--- src/rtl/decoder_scan_ctrl.sv ---
// Address sequencer for an n-to-2^n decoder: dwell/blank timed scan, single or continuous.
// Optional `SCAN_SKIP_MASK_EN adds skip_mask to leave chosen addresses undriven.
module decoder_scan_ctrl #(
    parameter int N     = 4,
    parameter int DWELL = 4,
    parameter int BLANK = 1
) (
    input  logic                clk,
    input  logic                rst,
    input  logic                start,
    input  logic                stop,
    input  logic                cont,
`ifdef SCAN_SKIP_MASK_EN
    input  logic [(1<<N)-1:0]   skip_mask,
`endif
    output logic [N-1:0]        w,
    output logic                en,
    output logic                busy,
    output logic                done
);

    localparam int A    = 1 << N;
    localparam int MAXV = (DWELL > BLANK) ? DWELL : BLANK;
    localparam int CW   = $clog2(MAXV + 1);

    localparam logic [CW-1:0] DW_LD = CW'(DWELL - 1);
    localparam logic [CW-1:0] BL_LD = CW'((BLANK > 0) ? BLANK - 1 : 0);

    typedef enum logic [1:0] {
        S_IDLE,
        S_DRIVE,
        S_GAP
    } state_t;

    state_t          state_q, state_d;
    logic [N-1:0]    w_q, w_d;
    logic [N-1:0]    nxt_q, nxt_d;
    logic [CW-1:0]   cnt_q, cnt_d;
    logic            empty_q, empty_d;
    logic            en_q, en_d;
    logic            busy_q, busy_d;
    logic            done_q, done_d;
    logic            fin;

    logic [A-1:0]    mask;
    logic            up_hit, lo_hit;
    logic [N-1:0]    up_addr, lo_addr;

`ifdef SCAN_SKIP_MASK_EN
    assign mask = skip_mask;
`else
    assign mask = '0;
`endif

    // Lowest unmasked address above w_q, and lowest unmasked overall.
    always_comb begin
        up_hit  = 1'b0;
        up_addr = '0;
        lo_hit  = 1'b0;
        lo_addr = '0;
        for (int i = A - 1; i >= 0; i--) begin
            if (!mask[i]) begin
                lo_hit  = 1'b1;
                lo_addr = N'(i);
                if (i > int'(w_q)) begin
                    up_hit  = 1'b1;
                    up_addr = N'(i);
                end
            end
        end
    end

    always_ff @(posedge clk) begin
        if (rst) begin
            state_q <= S_IDLE;
            w_q     <= '0;
            nxt_q   <= '0;
            cnt_q   <= '0;
            empty_q <= 1'b0;
            en_q    <= 1'b0;
            busy_q  <= 1'b0;
            done_q  <= 1'b0;
        end else begin
            state_q <= state_d;
            w_q     <= w_d;
            nxt_q   <= nxt_d;
            cnt_q   <= cnt_d;
            empty_q <= empty_d;
            en_q    <= en_d;
            busy_q  <= busy_d;
            done_q  <= done_d;
        end
    end

    always_comb begin
        state_d = state_q;
        w_d     = w_q;
        nxt_d   = nxt_q;
        cnt_d   = cnt_q;
        empty_d = empty_q;
        fin     = 1'b0;
        unique case (state_q)
            S_IDLE: begin
                w_d     = '0;
                cnt_d   = '0;
                empty_d = 1'b0;
                if (start && !stop) begin
                    if (lo_hit) begin
                        state_d = S_DRIVE;
                        w_d     = lo_addr;
                        cnt_d   = DW_LD;
                    end else begin
                        // Nothing to drive: one busy cycle, then complete.
                        state_d = S_GAP;
                        empty_d = 1'b1;
                    end
                end
            end
            S_DRIVE: begin
                if (stop) begin
                    state_d = S_IDLE;
                    w_d     = '0;
                    cnt_d   = '0;
                end else if (cnt_q != '0) begin
                    cnt_d = cnt_q - 1'b1;
                end else if (up_hit || (cont && lo_hit)) begin
                    nxt_d = up_hit ? up_addr : lo_addr;
                    if (BLANK > 0) begin
                        state_d = S_GAP;
                        cnt_d   = BL_LD;
                    end else begin
                        w_d   = nxt_d;
                        cnt_d = DW_LD;
                    end
                end else begin
                    state_d = S_IDLE;
                    w_d     = '0;
                    cnt_d   = '0;
                    fin     = 1'b1;
                end
            end
            S_GAP: begin
                if (stop) begin
                    state_d = S_IDLE;
                    w_d     = '0;
                    cnt_d   = '0;
                    empty_d = 1'b0;
                end else if (cnt_q != '0) begin
                    cnt_d = cnt_q - 1'b1;
                end else if (empty_q) begin
                    state_d = S_IDLE;
                    w_d     = '0;
                    empty_d = 1'b0;
                    fin     = 1'b1;
                end else begin
                    state_d = S_DRIVE;
                    w_d     = nxt_q;
                    cnt_d   = DW_LD;
                end
            end
            default: begin
                state_d = S_IDLE;
                w_d     = '0;
                cnt_d   = '0;
            end
        endcase
    end

    always_comb begin
        en_d   = (state_d == S_DRIVE);
        busy_d = (state_d != S_IDLE);
        done_d = fin;
    end

    assign w    = w_q;
    assign en   = en_q;
    assign busy = busy_q;
    assign done = done_q;

endmodule

--- config.mk ---
export PLATFORM = sky130hd
export DESIGN_NAME = decoder_scan_ctrl
export DESIGN_NICKNAME = d
export VERILOG_FILES = /design/src/rtl/decoder_scan_ctrl.sv
export SDC_FILE = /design/constraint.sdc
export NUM_CORES = 1
export LEC_CHECK = 0
export ABC_AREA = 0
export ABC_CLOCK_PERIOD_IN_PS = 5250
export CORE_MARGIN = 3
export CORE_UTILIZATION = 56
export CTS_CLUSTER_DIAMETER = 80
export DETAILED_ROUTE_END_ITERATION = 8
export PLACE_DENSITY = 0.83
export SETUP_SLACK_MARGIN = 0.1
export SYNTH_ARGS = -nofsm -noshare
export SYNTH_HDL_FRONTEND = slang
export SYNTH_SLANG_ARGS = --single-unit
--- constraint.sdc ---
create_clock -name clk -period 5.25 [get_ports clk]
set_input_delay 1.3125 -clock clk [delete_from_list [all_inputs] [get_ports clk]]
set_output_delay 1.3125 -clock clk [all_outputs]
set_load 0.05 [all_outputs]
; Word level (Yosys, flattened, before mapping)
; Index checks and enable logic that the tools add are counted.
[classes]
order_cmp = 15
n_eq_ne = 7
reduce_logical = 10
mux = 63
bitwise_logic = 2
n_addsub = 1
[op_table]
columns = op, count
row1 = $mux W4, 22
row2 = $gt A4 B4 Y1 const A, 8
row3 = $mux W1, 24
row4 = $gt A3 B4 Y1 const A, 4
row5 = $mux W3, 5
row6 = $mux W2, 7
row7 = $ne A3 B3 Y1 const B, 3
row8 = $pmux W3 S3, 1
row9 = $gt A2 B4 Y1 const A, 2
row10 = $pmux W4 S2, 1
row11 = $pmux W2 S3, 1
row12 = $eq A2 B1 Y1 const B, 2
row13 = $gt A1 B4 Y1 const A, 1
row14 = $ne A4 B4 Y1 const B, 1
row15 = $pmux W1 S2, 2
row16 = $reduce_and A4 Y1, 1
row17 = $reduce_bool A2 Y1, 2
row18 = $reduce_and A3 Y1, 1
row19 = $reduce_bool A3 Y1, 1
row20 = $sub A3 B1 Y3 const B, 1
row21 = $eq A2 B2 Y1 const B, 1
row22 = $logic_not A2 Y1, 1
row23 = $not A1 Y1, 2
row24 = $reduce_and A2 Y1, 1
row25 = 3 further kinds, 3
[word_totals]
in_bits = 5
out_inout_bits = 7
ff_bits = 17

; Logic depth before layout (Yosys ltp)
[depth]
word_depth = 22
mapped_depth = 7
mapped_depth_nobuf = 7

; Least setup slack after synthesis
; OpenSTA, ideal clock, no wires.
[synth_path]
path_type = input to register
start = input port rst
end = register done_q, in the netlist done
stages = 3
t_arrival_ns = 2.206
setup_time_ns = 0.096
path_buffers = 1
setup_slack_ns = 2.948
required_time_ns = 5.154
path_cell_list = clkbuf_1 or4_1 nor4b_1
[synth_lines]
columns = element, line_no
row1 = start: declaration, 9  ; input logic rst,
row2 = end signal: assignment, 91  ; done_q <= done_d;
row3 = end: declaration, 42  ; logic done_q, done_d;

; Final worst setup path
[layout_path]
start = register w_q[1], in the netlist w[1]
end = output port w[1]
[layout_lines]
columns = element, line_no
row1 = start: declaration, 36  ; logic [N-1:0] w_q, w_d;
row2 = start signal: assignment, 85  ; w_q <= w_d;
row3 = end: declaration, 16  ; output logic [N-1:0] w,
; No word-level cell between the ends.

==> impl_metrics.env <==
export IMPL_grt_setup_unrepaired="false"
export IMPL_worst_path_buf_inv=1
export IMPL_synth_top_area_frac=0.3743
export IMPL_antenna_found_initial=0
export IMPL_finalSetupTns_ns=0
export IMPL_io_buffers=11
export IMPL_die_h_um=45.09
export IMPL_cts_setup_buffers=0
export IMPL_syn_area_um2=855.8
export IMPL_clock_latency_ns=0.29
export IMPL_finalClockSkew_ns=0.005298
export IMPL_grt_max_degree=12
export IMPL_tritoncts="done"
export IMPL_clk_pin_slew_ns=0.09
export IMPL_htreeDepth=1
export IMPL_ys_ff_latch=16
export IMPL_critPathCaptureType="output pin"
export IMPL_ctsRootBufferMaster="clkbuf_4"
export IMPL_fmax_ghz=0.3367
export IMPL_initial_core_util=0.6264
export IMPL_fp_dieW_um=45.09
export IMPL_final_max_slew_viol_count=0
export IMPL_path_cells="clkdlybuf4s50_1"
export IMPL_synth_distinct_cells=36
export IMPL_ios=12
export IMPL_yosys_area_top_type="dfxtp_1"
export IMPL_cp_required_ns=3.94
export IMPL_route_detailed_wl_per_inst_um=12.99
export IMPL_leakage_nw=0.3507
export IMPL_setup_violations=0
export IMPL_area_delta_synth_final_pct=16.08
export IMPL_layout_drive_gt1_share=0.09804
export IMPL_slew_headroom=0.5786
export IMPL_hold_violations=0
export IMPL_synthTopCellsByArea="dfxtp_1 37%, ha_1 8.8%, a32o_1 4.7%"
export IMPL_ys_warn_count=0
export IMPL_layout_nets=115
export IMPL_drt_iter0_drc=22
export IMPL_cts_resized_gates=0
export IMPL_core_um2=1366
export IMPL_dr_pass1_iters=4
export IMPL_critical_path_startpoint_type="flop"
export IMPL_clock_sinks=16
export IMPL_dp_hpwl_um=1167
export IMPL_cts_inserted_buffers=3
export IMPL_grt_pass1_vias=629
export IMPL_cp_slowest_cell="clkdlybuf4s50_1"
export IMPL_syn_num_nets=102
export IMPL_final_core_util=0.7271
export IMPL_num_rows=13
export IMPL_dr_total_vias=709
export IMPL_num_antenna_cells=0
export IMPL_critPathMaxStageDelay_ns=0.87
export IMPL_ir_drop_v=0.0002254
export IMPL_syn_area_per_cell_um2=9.405
export IMPL_grt_pass1_wl_um=2642
export IMPL_track_usage=0.1820
export IMPL_drc_errors=0
export IMPL_holdCritPathClass="reg -> reg"
export IMPL_viasPerCell=6.060
export IMPL_path_delay_family="buffers and inverters"
export IMPL_ant_nets=0
export IMPL_place_congestion=0.7922
export IMPL_cts_buffer_depth=2
export IMPL_p_per_area_nw_per_um2=217.0
export IMPL_yosysSeqAreaShare=0.3743
export IMPL_cts_hold_buf=0
export IMPL_worst_slew_pin_slew_ns=0.6263
export IMPL_totalWireLength_um=1520
export IMPL_path_class="reg -> out"
export IMPL_cp_max_fo=9
export IMPL_globalRouteOverflowTotal=0
export IMPL_drv_cap=0
export IMPL_arrival_ns=1.66
export IMPL_status="complete, no violations"
export IMPL_period_share=0.5656
export IMPL_netlist_instances=91
export IMPL_fin_crit_ns=2.970
export IMPL_die_area_um2=2033
## cells by family after synthesis
group,after synthesis,synth area share
buf+inv,10,0.04679
fa+ha+maj,6,0.08772
compound gates,24,0.2398
flops,16,0.3743
simple gates,34,0.2398
mux,1,0.01170
## final cells by class
type	instances	area, um^2
Multi-Input combinational cell	65	495.5
Fill cell	91	372.9
Sequential cell	16	320.3
Timing Repair Buffer	11	110.1
Inverter	7	26.28
Clock buffer	3	22.52
Tap cell	15	18.77
## Yosys cell counts (all sizes together)
master	count
nor3	7
or2	2
nand2	1
a211oi	2
and2	2
o21a	4
a32o	4
inv	7
ha	6
dfxtp	16
a311oi	1
o21ai	4
o41ai	1
and4b	1
buf	2
a211o	1
o31ai	1
o22ai	1
nor4	3
nand2b	3
nor4b	1
nand3b	2
a22oi	1
clkbuf	1
nor2b	2
nor2	8
and4bb	1
a21oi	3
or4	1
a221oi	1
mux2i	1
## sequential cells by signal (all words and copies together), names as in the netlist
name,cells
cnt_q,3
state_q,2
done,1
busy,1
w,4
en,1
nxt_q,4
## per-stage QoR
step / power [W] / instance area (um^2) / setup slack (ns) / hold WS (ns) / std cells
after floorplan: 0.0001470 / 855.8 / 2.948 / 0.4417 / 91
final: 0.0002156 / 993.5 / 2.280 / 0.4950 / 117
after detailed placement: 0.0001554 / 970.9 / 2.434 / 0.4733 / 114
after global routing: 0.0002284 / 993.5 / 2.231 / 0.5121 / 117
after global placement: 0.0001548 / 970.9 / 2.453 / 0.4777 / 114
after CTS: 0.0002174 / 993.5 / 2.284 / 0.4942 / 117
## path summary, 6_finish.rpt
kind         cells past startpoint  startpoint   end  slack (ns)
min                              1    nxt_q[0]  w[0]        0.50
max reg2reg                      6        w[0]  w[3]        3.27
max                              1        w[1]  w[1]        2.28
min reg2reg                      1    nxt_q[0]  w[0]        0.50
## cell usage in the layout (no fill, tap or decap), drive strengths merged, types with 3 or more instances in the layout
master | netlist | layout
nor3 | 7 | 7
dfxtp | 16 | 16
nor2 | 8 | 8
ha | 6 | 6
clkbuf | 1 | 3
nor4 | 3 | 3
a21oi | 3 | 3
o21ai | 4 | 4
nand2b | 3 | 3
clkdlybuf4s50 | 0 | 11
o21a | 4 | 4
inv | 7 | 7
a32o | 4 | 4
## routing by layer
layer | GRT usage | part of all wire | vias to the layer above
met5 | 0 | 0 | -
met4 | 0.1053 | 0.022 | 0
met3 | 0.04781 | 0.039 | 5
met2 | 0.2655 | 0.43 | 12
met1 | 0.2396 | 0.50 | 328
li1 | - | - | 364
## power breakdown
part / switching [W] / leakage (nW) / internal, W
Clock: 0.0000363 / 0.0138 / 0.0000267
Sequential: 0.00000258 / 0.130 / 0.000124
Combinational: 0.0000146 / 0.207 / 0.0000113
Total: 0.0000534 / 0.351 / 0.000162
No activity file was read; power rests on OpenSTA's default activity.
==> edit (same flow settings) <==
Change the parameter `DWELL` from 4 to 8.
--- a/src/rtl/decoder_scan_ctrl.sv
+++ b/src/rtl/decoder_scan_ctrl.sv
@@ -2,7 +2,7 @@
 // Optional `SCAN_SKIP_MASK_EN adds skip_mask to leave chosen addresses undriven.
 module decoder_scan_ctrl #(
     parameter int N     = 4,
-    parameter int DWELL = 4,
+    parameter int DWELL = 8,
     parameter int BLANK = 1
 ) (
     input  logic                clk,
Check against the original RTL: not equivalent (a bounded check fails within 10 cycles, from zero or initial values and one cycle with rst high).
==> edit against the original RTL <==
- sequential cell count grew 1
- design area fell by 8.3%
- area after synthesis is 8.2% lower
- power increased by 9.2%
- wire length rose by 0.86%
- count of clock-buffer cells in the layout is 1 higher
- worst setup slack better by 61 ps
- maximum frequency grew 2.1%
- critical path depth stayed put
- sequential share of layout area is 5.1 points higher
- critical endpoint is now w[0]
- largest cell class unchanged
- largest power group unchanged
==> edit: results (changes against the original RTL) <==
WL met1 = 726 um (was 766 um)
vias in the first global route = 560 (was 629)
CTS resizes = 0 (unchanged)
Inverters = 3 (was 7)
global placement routability congestion = 0.7519 (was 0.7922)
Mapped Nets = 89 (was 102)
drt wl/cell = 14.19 um (was 12.99 um)
footprint of the multi-input gates = 405.4 um2 (was 495.5 um2)
Sw Pwr = 60.30 uW (was 53.45 uW)
P_seq = 136 uW (was 127 uW)
Overall Global Routing Usage = 17.26% (was 18.20%)
count of multi-input gates = 59 (was 65)
Synth area leaders = dfxtp_1 43%, nor2_1 4.8%, a22o_1 4.5% (was dfxtp_1 37%, ha_1 8.8%, a32o_1 4.7%)
Top Family by Delay on Critical Path = buffers and inverters (unchanged)
Leakage = 0.3198 nW (was 0.3507 nW)
met1 Use GR = 22.78% (was 23.96%)
Syn Area/Cell = 9.582 um2 (was 9.405 um2)
Clock group = 69.2 uW (was 62.9 uW)
Hold Crit Start = nxt_q[1]$_SDFFE_PP0P_ (was nxt_q[0]$_SDFFE_PP0P_)
launch point of the worst path = w[0]$_SDFFE_PP0P_ (was w[1]$_SDFFE_PP0P_)
H-tree levels = 1 (unchanged)
sequential area share after synthesis = 43.31% (was 37.43%)
Seq Cell Count = 17 (was 16)
DR WL met3 = 88 um (was 59 um)
Crit Path Max Fanout = 6 (was 9)
DP HPWL = 1.112 mm (was 1.167 mm)
Seq area share = 37.36% (was 32.24%)
clock skew = 7.304 ps (was 5.298 ps)
first-pass GRT wire length = 2.470 mm (was 2.642 mm)
critical path capture point = w[0] (was w[1])
WL met2 = 682 um (was 661 um)
status = finished clean (unchanged)
reg2reg start = cnt_q[0]$_SDFF_PP0_ (was w[0]$_SDFFE_PP0P_)
synth unique cells = 30 (was 36)
synth warn = 0 (unchanged)
RR Endpoint = nxt_q[0]$_SDFFE_PP0P_ (was w[3]$_SDFFE_PP0P_)
worst vdd ir = 0.1950 mV (was 0.2254 mV)
Post-synth top cells = 17 x dfxtp_1, 10 x nor2_1, 6 x a21oi_1 (was 16 x dfxtp_1, 8 x nor2_1, 7 x nor3_1)
FILL cells = 95 (was 91)
Post-synth ARST share = 0% (unchanged)
Crit path arrival time = 1600 ps (was 1660 ps)
non-filler instance count after layout = 108 (was 117)
Clock buf/inv share = 2.885% (was 2.267%)
Placed Instances = 104 (was 114)
layout cells sized above 1 = 5.319% (was 9.804%)
Reg2Reg Setup Slack = 3320 ps (was 3270 ps)
Worst-Margin Slew = 706.1 ps (was 626.3 ps)
hold endpoint = w[1]$_SDFFE_PP0P_ (was w[0]$_SDFFE_PP0P_)
vias per cell = 5.907 (was 6.060)
max incr delay on CP = 850 ps (was 870 ps)
hold path depth = 1 (unchanged)
Skew-Pair Late Insertion Delay = 290 ps (about the same)
pin count of the biggest net entering global routing = 10 (was 12)
NonClk Buf Share = 12.09% (was 11.08%)
Starting DRT DRC Count = 15 (was 22)
met2 Usage GRT = 25.66% (was 26.55%)
met3 usage = 4.979% (was 4.781%)
Layout clock buffers = 4 (was 3)
## edit: changes by cell type after synthesis, moves of 4 or more
cell     change
a22o_1       +4
a32o_1       -4
ha_1         -4
o21a_1       -4
or3_1        +4
xnor2_1      +4
## edit: cells by family (layout without fill, tap and decap cells)
kind of cell             Yosys count  count (layout)  synth area share (%)
adder cells (fa/ha/maj)            2               2                 3.184
AND/OR/NAND/NOR                   30              30                 19.75
multiplexers                       2               2                 2.548
XOR/XNOR                           5               5                 5.573
flip-flops                        17              17                 43.31
buffers and inverters              6              18                 5.094
AO/OA/AOI/OAI                     20              20                 20.54
## edit: stage by stage
stage	instance area (um2)	setup slack (ps)	util, %	power (mW)	hold WS, ps
6_report	910.9	2342	75.83	0.2355	488.7
5_1_grt	910.9	2296	75.83	0.2459	518.4
4_1_cts	910.9	2355	75.83	0.2349	488.0
3_5_place_dp	884.6	2329	73.65	0.1689	465.5
3_3_place_gp	884.6	2382	73.65	0.1683	464.9
2_1_floorplan	785.8	2939	-	0.1616	448.7
